### config.mk
export PLATFORM = sky130hd
export DESIGN_NAME = phase_code_ctrl_flat
export DESIGN_NICKNAME = d
export VERILOG_FILES = /design/src/rtl/cdr_pkg.sv /design/src/rtl/phase_code_ctrl_if.sv /design/src/rtl/holdoff_timer.sv /design/src/rtl/phase_code_ctrl.sv /design/src/flat_wrapper.sv
export SDC_FILE = /design/constraint.sdc
export NUM_CORES = 1
export LEC_CHECK = 0
export ABC_CLOCK_PERIOD_IN_PS = 6700
export CAP_MARGIN = 30
export CORE_UTILIZATION = 53
export DETAILED_ROUTE_END_ITERATION = 10
export GPL_TIMING_DRIVEN = 0
export PLACE_DENSITY = 0.87
export SYNTH_ARGS = -nofsm -noshare
export SYNTH_HDL_FRONTEND = slang
export SYNTH_SLANG_ARGS = --single-unit
export TNS_END_PERCENT = 30
### constraint.sdc
create_clock -name clk_cont -period 6.7 [get_ports clk_cont]
set_input_delay 0.67 -clock clk_cont [delete_from_list [all_inputs] [get_ports clk_cont]]
set_output_delay 0.67 -clock clk_cont [all_outputs]
set_load 0.005 [all_outputs]
### src/rtl/cdr_pkg.sv
// Shared CDR loop definitions.
// Provides the sequencer state encoding, the decision direction encoding,
// the default loop parameters and the per-state output flag decode used by
// phase_code_ctrl. No ports; imported by the interface, the controller and
// any future CDR sequencer.
package cdr_pkg;

  // Sequencer states
  typedef enum logic [1:0] {
    ST_IDLE  = 2'd0,
    ST_ACQ   = 2'd1,
    ST_TRACK = 2'd2,
    ST_LOCK  = 2'd3
  } state_t;

  // Direction of a decision; DIR_NONE also marks "no predecessor yet"
  typedef enum logic [1:0] {
    DIR_NONE = 2'd0,
    DIR_UP   = 2'd1,
    DIR_DN   = 2'd2
  } dir_t;

  // Status flags derived from the state, kept in one register
  typedef struct packed {
    logic idle;
    logic acq_done;
    logic locked;
  } flags_t;

  localparam int DEF_CODE_W     = 6;
  localparam int DEF_ACQ_STEP   = 4;
  localparam int DEF_SETTLE_CYC = 3;
  localparam int DEF_LOCK_REV   = 8;

  // True when the current decision reverses a known previous one
  function automatic logic is_reversal(input dir_t last, input dir_t cur);
    return (last != DIR_NONE) && (cur != DIR_NONE) && (last != cur);
  endfunction

  // Status flags that a given state presents on the outputs
  function automatic flags_t flags_of(input state_t s);
    flags_t f;
    case (s)
      ST_IDLE:  f = '{idle: 1'b1, acq_done: 1'b0, locked: 1'b0};
      ST_ACQ:   f = '{idle: 1'b0, acq_done: 1'b0, locked: 1'b0};
      ST_TRACK: f = '{idle: 1'b0, acq_done: 1'b1, locked: 1'b0};
      ST_LOCK:  f = '{idle: 1'b0, acq_done: 1'b1, locked: 1'b1};
      default:  f = '{idle: 1'b1, acq_done: 1'b0, locked: 1'b0};
    endcase
    return f;
  endfunction

endpackage

### src/rtl/phase_code_ctrl_if.sv
// Bus between the vote FSM / loop supervisor and the PI code controller.
// master : drives en, up, down, load, load_code; observes the status outputs.
// slave  : the controller; consumes decisions, drives pi_code, vote_clr,
//          locked and acq_done.
interface phase_code_ctrl_if import cdr_pkg::*; #(
  parameter int CODE_W = DEF_CODE_W
) ();

  logic              en;
  logic              up;
  logic              down;
  logic              load;
  logic [CODE_W-1:0] load_code;
  logic [CODE_W-1:0] pi_code;
  logic              vote_clr;
  logic              locked;
  logic              acq_done;

  modport master (
    output en, up, down, load, load_code,
    input  pi_code, vote_clr, locked, acq_done
  );

  modport slave (
    input  en, up, down, load, load_code,
    output pi_code, vote_clr, locked, acq_done
  );

endinterface

### src/rtl/holdoff_timer.sv
// Reloadable down-counter that keeps a consumer off the loop while an analog
// block settles.
// Ports:
//   clk, rst_n : clock and asynchronous active-low reset
//   load       : restart the hold-off with load_val cycles
//   load_val   : hold-off length in cycles (0 means no hold-off)
//   busy       : registered, high while the hold-off is running
module holdoff_timer #(
  parameter int CNT_W = 2
) (
  input  logic             clk,
  input  logic             rst_n,
  input  logic             load,
  input  logic [CNT_W-1:0] load_val,
  output logic             busy
);

  logic [CNT_W-1:0] cnt_r;
  logic             busy_r;

  // Remaining hold-off cycles; a reload always wins over the down-count
  always_ff @(posedge clk or negedge rst_n) begin
    if (!rst_n) begin
      cnt_r <= '0;
    end else if (load) begin
      cnt_r <= load_val;
    end else if (cnt_r != '0) begin
      cnt_r <= cnt_r - CNT_W'(1);
    end else begin
      cnt_r <= cnt_r;
    end
  end

  // busy mirrors "count will be nonzero", so it is high exactly load_val cycles
  always_ff @(posedge clk or negedge rst_n) begin
    if (!rst_n) begin
      busy_r <= 1'b0;
    end else if (load) begin
      busy_r <= (load_val != '0);
    end else begin
      busy_r <= (cnt_r > CNT_W'(1));
    end
  end

  assign busy = busy_r;

endmodule

### src/rtl/phase_code_ctrl.sv
// Phase interpolator code sequencer for the XAUI receive CDR loop.
// Turns one-cycle up/down decisions from the vote FSM into a circular PI
// code: coarse ACQ_STEP moves until the first reversal, then single-LSB
// tracking, with lock declared after LOCK_REV consecutive reversals. Every
// code change holds the vote FSM in clear for SETTLE_CYC cycles.
// Ports:
//   clk_cont : loop clock shared with the vote FSM
//   rst_n    : asynchronous active-low reset
//   bus      : phase_code_ctrl_if.slave (en, up, down, load, load_code in;
//              pi_code, vote_clr, locked, acq_done out, all registered)
module phase_code_ctrl import cdr_pkg::*; #(
  parameter int CODE_W     = DEF_CODE_W,
  parameter int ACQ_STEP   = DEF_ACQ_STEP,
  parameter int SETTLE_CYC = DEF_SETTLE_CYC,
  parameter int LOCK_REV   = DEF_LOCK_REV
) (
  input  logic               clk_cont,
  input  logic               rst_n,
  phase_code_ctrl_if.slave   bus
);

  localparam int HOLD_W = $clog2(SETTLE_CYC + 1);
  localparam int REV_W  = $clog2(LOCK_REV + 1);

  state_t            state_r;
  flags_t            flags_r;
  logic [CODE_W-1:0] code_r;
  logic [REV_W-1:0]  rev_r;
  dir_t              last_r;

  dir_t              dir_s;
  logic              rev_s;
  logic              accept_s;
  logic              hold_load_s;
  logic              busy_s;
  logic [CODE_W-1:0] step_s;
  logic [CODE_W-1:0] stepped_code_s;
  logic [REV_W-1:0]  rev_inc_s;

  // Decode the decision pulses; a simultaneous up and down carries no direction
  always_comb begin
    dir_s = DIR_NONE;
    if (bus.up && !bus.down) begin
      dir_s = DIR_UP;
    end else if (bus.down && !bus.up) begin
      dir_s = DIR_DN;
    end else begin
      dir_s = DIR_NONE;
    end
  end

  assign rev_s     = is_reversal(last_r, dir_s);
  assign accept_s  = (state_r != ST_IDLE) && !busy_s && (dir_s != DIR_NONE);
  assign rev_inc_s = rev_r + REV_W'(1);

  // Hold-off restarts on a load, on leaving IDLE, and on every accepted step
  assign hold_load_s = bus.load
                     | (bus.en && (state_r == ST_IDLE))
                     | (bus.en && accept_s);

  // Next code for the current decision; modulo wrap comes from CODE_W truncation.
  // The reversal that ends acquisition is already a fine step.
  always_comb begin
    step_s = CODE_W'(1);
    if ((state_r == ST_ACQ) && !rev_s) begin
      step_s = CODE_W'(ACQ_STEP);
    end else begin
      step_s = CODE_W'(1);
    end
    case (dir_s)
      DIR_UP:  stepped_code_s = code_r + step_s;
      DIR_DN:  stepped_code_s = code_r - step_s;
      default: stepped_code_s = code_r;
    endcase
  end

  holdoff_timer #(
    .CNT_W (HOLD_W)
  ) u_holdoff (
    .clk      (clk_cont),
    .rst_n    (rst_n),
    .load     (hold_load_s),
    .load_val (HOLD_W'(SETTLE_CYC)),
    .busy     (busy_s)
  );

  // Sequencer FSM; status flags are registered alongside each state change
  always_ff @(posedge clk_cont or negedge rst_n) begin
    if (!rst_n) begin
      state_r <= ST_IDLE;
      flags_r <= flags_of(ST_IDLE);
      code_r  <= '0;
      rev_r   <= '0;
      last_r  <= DIR_NONE;
    end else if (!bus.en) begin
      // Disabled: park in IDLE, forget reversal history; a load still presets the code
      state_r <= ST_IDLE;
      flags_r <= flags_of(ST_IDLE);
      rev_r   <= '0;
      last_r  <= DIR_NONE;
      if (bus.load) begin
        code_r <= bus.load_code;
      end else begin
        code_r <= code_r;
      end
    end else if (bus.load) begin
      // Forced code restarts acquisition with no predecessor decision
      state_r <= ST_ACQ;
      flags_r <= flags_of(ST_ACQ);
      code_r  <= bus.load_code;
      rev_r   <= '0;
      last_r  <= DIR_NONE;
    end else if (state_r == ST_IDLE) begin
      state_r <= ST_ACQ;
      flags_r <= flags_of(ST_ACQ);
    end else if (accept_s) begin
      code_r <= stepped_code_s;
      last_r <= dir_s;
      case (state_r)
        ST_ACQ: begin
          if (rev_s) begin
            state_r <= ST_TRACK;
            flags_r <= flags_of(ST_TRACK);
            rev_r   <= '0;
          end else begin
            state_r <= ST_ACQ;
            flags_r <= flags_of(ST_ACQ);
          end
        end
        ST_TRACK: begin
          if (rev_s) begin
            rev_r <= rev_inc_s;
            if (rev_inc_s == REV_W'(LOCK_REV)) begin
              state_r <= ST_LOCK;
              flags_r <= flags_of(ST_LOCK);
            end else begin
              state_r <= ST_TRACK;
              flags_r <= flags_of(ST_TRACK);
            end
          end else begin
            state_r <= ST_TRACK;
            flags_r <= flags_of(ST_TRACK);
            rev_r   <= '0;
          end
        end
        ST_LOCK: begin
          // A decision repeating its predecessor means the loop has drifted
          if (rev_s) begin
            state_r <= ST_LOCK;
            flags_r <= flags_of(ST_LOCK);
          end else begin
            state_r <= ST_TRACK;
            flags_r <= flags_of(ST_TRACK);
            rev_r   <= '0;
          end
        end
        default: begin
          state_r <= ST_IDLE;
          flags_r <= flags_of(ST_IDLE);
          rev_r   <= '0;
        end
      endcase
    end else begin
      state_r <= state_r;
      flags_r <= flags_r;
    end
  end

  assign bus.pi_code  = code_r;
  assign bus.locked   = flags_r.locked;
  assign bus.acq_done = flags_r.acq_done;
  // Both terms are flop outputs, so no input reaches vote_clr combinationally
  assign bus.vote_clr = flags_r.idle | busy_s;

endmodule

### src/flat_wrapper.sv
// flat-port wrapper written by rule: the top's interface ports become plain ports
module phase_code_ctrl_flat import cdr_pkg::*;
#(
  parameter int CODE_W     = DEF_CODE_W,
  parameter int ACQ_STEP   = DEF_ACQ_STEP,
  parameter int SETTLE_CYC = DEF_SETTLE_CYC,
  parameter int LOCK_REV   = DEF_LOCK_REV
)
  (clk_cont, rst_n, bus_en, bus_up, bus_down, bus_load, bus_load_code, bus_pi_code, bus_vote_clr, bus_locked, bus_acq_done);
  phase_code_ctrl_if #(.CODE_W(CODE_W)) bus_i ();
  input  logic clk_cont;
  input  logic rst_n;
  input wire logic [$bits(bus_i.en)-1:0] bus_en;
  input wire logic [$bits(bus_i.up)-1:0] bus_up;
  input wire logic [$bits(bus_i.down)-1:0] bus_down;
  input wire logic [$bits(bus_i.load)-1:0] bus_load;
  input wire logic [$bits(bus_i.load_code)-1:0] bus_load_code;
  output wire logic [$bits(bus_i.pi_code)-1:0] bus_pi_code;
  output wire logic [$bits(bus_i.vote_clr)-1:0] bus_vote_clr;
  output wire logic [$bits(bus_i.locked)-1:0] bus_locked;
  output wire logic [$bits(bus_i.acq_done)-1:0] bus_acq_done;
  assign bus_i.en = bus_en;
  assign bus_i.up = bus_up;
  assign bus_i.down = bus_down;
  assign bus_i.load = bus_load;
  assign bus_i.load_code = bus_load_code;
  assign bus_pi_code = bus_i.pi_code;
  assign bus_vote_clr = bus_i.vote_clr;
  assign bus_locked = bus_i.locked;
  assign bus_acq_done = bus_i.acq_done;
  phase_code_ctrl #(.CODE_W(CODE_W), .ACQ_STEP(ACQ_STEP), .SETTLE_CYC(SETTLE_CYC), .LOCK_REV(LOCK_REV)) u_core (.clk_cont(clk_cont), .rst_n(rst_n), .bus(bus_i));
endmodule
Word level (Yosys, flattened, before mapping). Cells that the tools add are included.

Memory bits (writable): 0. Logic and storage cells: 97. Bits of input ports: 12. Memories: 0. Bits in registers: 20. Latch bits: 0. Output and inout port bits: 9. Memory bits (read-only): 0.

Shifts and indexed selects: 0. Reduce and logical (&&, ||, !) cells: 25. Magnitude comparators: 1. Multiplexer cells: 42. Equality and inequality tests: 13. Bitwise gates (word level): 3. Divide/modulo/power cells: 0. Multiply operators: 0. $add $sub $neg: 4.

Operator list (count): 6-bit two-way mux (5); 2-bit two-way mux (14); 4-bit two-way mux (7); 3-bit two-way mux (5); 2-bit nonzero test (7); 4-bit case mux with 3 select lines (1); 6-bit case mux with 2 select lines (1); 1-bit logical AND (9); 3-bit case mux with 3 select lines (1); 4-bit AND reduction (2); 1-bit two-way mux (7); 6-bit by 3-bit adder with 6-bit output (1); 2-bit equality test (second input constant) (3); 2-bit case mux with 3 select lines (1); 6-bit by 3-bit subtractor with 6-bit output (1); 4-bit by 1-bit adder with 4-bit output (second input constant) (1); 2-bit by 1-bit equality test with 1-bit output (second input constant) (2); 4-bit equality test (second input constant) (1); 1-bit zero test (4); 4-bit by 1-bit inequality test with 1-bit output (second input constant) (1); 4-bit by 3-bit inequality test with 1-bit output (second input constant) (1); 4-bit inequality test (second input constant) (1); 3-bit by 1-bit inequality test with 1-bit output (second input constant) (1); 3-bit inequality test (second input constant) (1); 8 further kinds (10).

Depth between registers and ports, before layout.
Word-level depth: 16. Gate-level depth with buffers: 15. Mapped depth without buffers: 14.

Cells and area by module. Synthesis repeated with hierarchy kept, for this count alone.

Cells, all modules: 158. Area, all modules: 1440.1 µm².

Modules (own cells, without submodules): phase_code_ctrl (instances 1, area each 1277.5 µm², cells each 142, seq. area each 401.6 µm²); holdoff_timer (instances 1, area each 162.7 µm², cells each 16, seq. area each 75.1 µm²).

Worst setup path after synthesis. OpenSTA, ideal clock, no wires.

Kind: input-to-reg. Start: input port bus_down. End: register u_core.code_r[5] (netlist: u_core.bus.pi_code[5]). Data arrival time: 3.112 ns. Path buffers: 1. Stages on the path: 14. Setup time: 0.126 ns. Slack: 3.462 ns. Required time: 6.574 ns. Cells stage by stage: inv_1 > ha_1 > nand2b_1 > a21oi_1 > or2_1 > buf_2 > nand2b_1 > and2_1 > ha_1 > o21ai_1 > a2111oi_0 > a211oi_1 > mux2i_1 > a221o_1.

Word-level cells in the longest chain between the ends: 15.

RTL lines: start: declaration (RTL line flat_wrapper.sv:15) `input wire logic [$bits(bus_i.down)-1:0] bus_down;`; 1-bit logical AND or 1-bit zero test (tied branches) (RTL line phase_code_ctrl.sv:45, phase_code_ctrl.sv:43); 2-bit two-way mux or 1-bit logical AND (tied branches) (RTL line phase_code_ctrl.sv:45, phase_code_ctrl.sv:43); 2-bit two-way mux (*) (RTL line phase_code_ctrl.sv:43) `if (bus.up && !bus.down) begin`; 2-bit nonzero test (RTL line cdr_pkg.sv:37, phase_code_ctrl.sv:53); 1-bit logical AND (2 in series) (RTL line cdr_pkg.sv:37) `return (last != DIR_NONE) && (cur != DIR_NONE) && (last != cur);`; 1-bit zero test (RTL line phase_code_ctrl.sv:65) `if ((state_r == ST_ACQ) && !rev_s) begin`; 1-bit logical AND (RTL line phase_code_ctrl.sv:65); 3-bit two-way mux (RTL line phase_code_ctrl.sv:65); 6-bit by 3-bit subtractor with 6-bit output or 6-bit by 3-bit adder with 6-bit output (tied branches) (RTL line phase_code_ctrl.sv:72, phase_code_ctrl.sv:71); 6-bit case mux with 2 select lines (RTL line phase_code_ctrl.sv:70) `case (dir_s)`; 6-bit two-way mux (RTL line phase_code_ctrl.sv:116) `end else if (accept_s) begin`; 6-bit two-way mux (RTL line phase_code_ctrl.sv:113) `end else if (state_r == ST_IDLE) begin`; 6-bit two-way mux (RTL line phase_code_ctrl.sv:106) `end else if (bus.load) begin`; 6-bit two-way mux (RTL line phase_code_ctrl.sv:95) `end else if (!bus.en) begin`; end signal: assignment (RTL line phase_code_ctrl.sv:104) `code_r <= code_r;`; end signal: assignment (RTL line phase_code_ctrl.sv:110) `code_r <= bus.load_code;`; end signal: assignment (RTL line phase_code_ctrl.sv:117) `code_r <= stepped_code_s;`; end: declaration (RTL line phase_code_ctrl.sv:27) `logic [CODE_W-1:0] code_r;`.

Every way passes the cells marked *; elsewhere a longest branch is shown, timed or not. The select of a mux whose other input is x is not followed. A chain may end at the register's enable or synchronous reset.

Worst setup path after layout. Same ends and word-level chain as after synthesis.

==> key figures <==
STA
  – Final worst path period need: ~3800 ps
  – Setup-failing EPs final: 0
  – Slew margin rel.: about 43%
  – Final worst path period share: a little under three fifths
  – Setup TNS: 0 ps
  – Final Hold Fails: 0
  – Skew final: 7.08 ps
  – RSZ-0062 raised after global routing: false
  – Worst slew pin tran: 853 ps
  – Fmax: approximately 260 MHz
  – Slew Limit Fails: 0

Layout
  – Layout cells sized above 1: under 10%
  – ANT cells: 0
  – Layout area overhead: 19.3%
  – Fin cells: 208
  – Nets: approximately 200
  – Commonest non-fill, non-tap cells in the layout: 20 x clkdlybuf4s50_1, 18 x dfrtp_1, 16 x nand2_1
  – Most common cell after layout, fill and taps aside: clkdlybuf4s50_1
  – Core Util, Final: 66.6%

Setup path
  – Crit-path slowest cell: clkdlybuf4s50_1
  – CP Cell Sequence: clkdlybuf4s50_1 -> inv_1 -> ha_1 -> nand2b_1 -> a21oi_1 -> or2_1 -> buf_2 -> nand2b_1 -> nand2b_1 -> ha_1 -> nand2b_1 -> a2111oi_0 -> a211oi_1 -> mux2i_1 -> a221o_1
  – Crit-path max cell delay: roughly 480 ps
  – Most Frequent Cell on Critical Path: nand2b_1
  – Reg-to-Reg End: u_core.bus.pi_code[5]$_DFFE_PN0P_
  – CP max FO: 6
  – R2r startpoint: u_core.last_r[1]$_DFFE_PN0P_
  – Crit path DAT: ~4000 ps
  – Worst setup EP type: flop
  – Critical path startpoint category: primary input
  – Critical path type: primary input to flop
  – Reg2Reg Depth: 12
  – Setup slack, reg-to-reg: 3710 ps
  – Worst Setup SP: bus_down
  – Req. time, crit path: slightly below 7000 ps

Clock tree
  – Worst-Skew Late Latency: just over 300 ps
  – CTS Hold Buffers Added: 0
  – Cts bufs inserted: 3
  – Clock tree buffer depth: 2
  – Cts repair resizes: 0
  – TritonCTS Sinks: 19
  – H-tree depth: 1
  – Clk root buf: clkbuf_4
  – Clk slew on worst S/H paths: 110 ps
  – CTS tree: done
  – Post-CTS Setup Inserts: 0

Global routing
  – Vias in the first global route: between 1,000 and 1,500
  – Initial antenna violation count: 0
  – First-pass GRT wire length: 5.11 mm
  – Gr ovfl total: 0
  – Pin count of the biggest net entering global routing: 20
  – Total GRT Usage: ~25%

Route
  – Initial DRT Pass Iterations: 4
  – Iter 0 DRT Violations: 40
  – DRC: 0
  – Routed len/inst: between 15 and 20 µm
  – Routed wire length: between 3 and 4 mm
  – Drt via density: 6.01
  – ANT nets after route: 0
  – Vias: around 1,300

Synthesis
  – Syn nets: 178
  – Mapped Cells: 154
  – Sequential area share after synthesis: 34.8%
  – Number of synthesized register bits: 19
  – Synth unique cells: 44
  – Synth top area cells: dfrtp_1 33%, ha_1 10%, nand2b_1 5.0%, nand2_1 4.4%, o21ai_0 3.3%
  – Synth top area share: approximately 33%
  – Top FF cell, synth: dfrtp_1
  – Avg Cell Area, Syn: 8.90 µm²
  – Async SR Flop Fraction: between 90% and 100%
  – Ys Warns: 0
  – Cell accounting for the most synthesized area: dfrtp_1
  – Mapped Area: around 1400 µm²
  – Post-synth EDFFs: 0

Worst hold path
  – Hold Path Stages: 2
  – Hold path endpoint: u_core.flags_r[2]$_DFFE_PN1P_
  – Min-delay src: u_core.flags_r[2]$_DFFE_PN1P_
  – Worst min path class: flop to flop

Place
  – GPL Wtd Cong: between 0.8 and 0.9
  – # port buffers: 20
  – Dpl hpwl: ~2.4 mm
  – Placed Cells: just over 200

Floorplanning
  – FP Rows: 18
  – Core area: roughly 2500 µm²
  – Die extent in y: 52.8 µm
  – IO Count: 21
  – Die Width: between 50 and 60 µm
  – Initial core utilization: a little under three fifths
  – Die Area: 2790 µm²

Outcome
  – Status: finished clean

Power and ir drop
  – PD cells: roughly 170 nW/µm²
  – Peak VDD IR: 0.000121 V
  – Static Leak: 0.717 nW

Flow run
  – Max_cap viols: 0
-- registers in the layout, summed over array words and instances, names as in the netlist --
name and count:
u_core.bus.locked 1, u_core.bus.pi_code 6, u_core.flags_r 1, u_core.last_r 2
u_core.rev_r 4, u_core.state_r 2, u_core.u_holdoff.busy 1, u_core.u_holdoff.cnt_r 2
-- routing by layer --
metal / track usage (%) / vias up / part of all wire (%)
met3: 3.48 / 9 / 5.0
met1: 28.0 / 591 / 41
met4: 8.77 / 0 / 1.8
met2: 48.5 / 51 / 52
li1: - / 600 / -
met5: 0 / - / 0
-- synth_stat cells, types with 2 or more instances --
cell type / number
a2111oi_0: 2
a211oi_1: 3
a21o_1: 3
a21oi_1: 6
a22o_1: 2
buf_2: 3
clkbuf_1: 3
dfrtp_1: 18
ha_1: 11
inv_1: 9
mux2i_1: 4
nand2_1: 16
nand2b_1: 11
nand3_1: 5
nor2_1: 10
nor2b_1: 2
nor3_1: 2
o211ai_1: 5
o21ai_0: 9
o21ai_1: 2
or3_1: 2
xnor2_1: 3
xor2_1: 2
-- how the worst max path moves through the flow --
stage / slack [ps] / cells past startpoint / to
3_3_place_gp: 2800 / 15 / u_core.bus.pi_code[5]$_DFFE_PN0P_
4_1_cts: 2950 / 16 / u_core.bus.pi_code[4]$_DFFE_PN0P_
6_report: 2870 / 15 / u_core.bus.pi_code[5]$_DFFE_PN0P_
5_1_grt: 2740 / 15 / u_core.bus.pi_code[5]$_DFFE_PN0P_
2_1_floorplan: 3460 / 14 / u_core.bus.pi_code[5]$_DFFE_PN0P_
3_5_place_dp: 2620 / 16 / u_core.bus.pi_code[4]$_DFFE_PN0P_
-- metrics by stage --
step           hold slack [ps]  instance area (µm²)  setup WS, ps  power [mW]
3_5_place_dp               453                 1610          2620       0.213
6_report                   464                 1630          2870       0.271
5_1_grt                    504                 1630          2740       0.288
2_1_floorplan              374                 1370          3460       0.178
3_3_place_gp               446                 1610          2800       0.206
4_1_cts                    470                 1630          2950       0.272
-- worst max-delay path: cells and delay by family --
family	cells	cell delay, ps
mux	1	150
fa+ha+maj	2	660
compound gates	4	1170
buf+inv	3	690
simple gates	5	700
-- kinds of logic after synthesis --
family          count (synthesis)  share of synthesized area [%]
flops                          19                           34.8
mux                             5                           3.74
xor+xnor                        5                           3.20
compound gates                 40                           20.2
simple gates                   57                           21.6
buf+inv                        16                           4.93
fa+ha+maj                      12                           11.5
-- area by class of cell --
type,count,area (µm²)
Clock buffer,4,26.3
Inverter,9,33.8
Tap cell,30,37.5
Fill cell,216,821
Buffer,7,33.8
Timing Repair Buffer,20,200
Multi-Input combinational cell,119,826
Sequential cell,19,477
-- power by group --
| part | internal [mW] | leakage [nW] | total (mW) | switching (mW) |
|---|---|---|---|---|
| sequential | 0.123 | 0.235 | 0.130 | 0.00704 |
| clock | 0.0233 | 0.0150 | 0.0606 | 0.0373 |
| combinational | 0.0402 | 0.468 | 0.0807 | 0.0406 |
(Power assumes the default switching activity.)
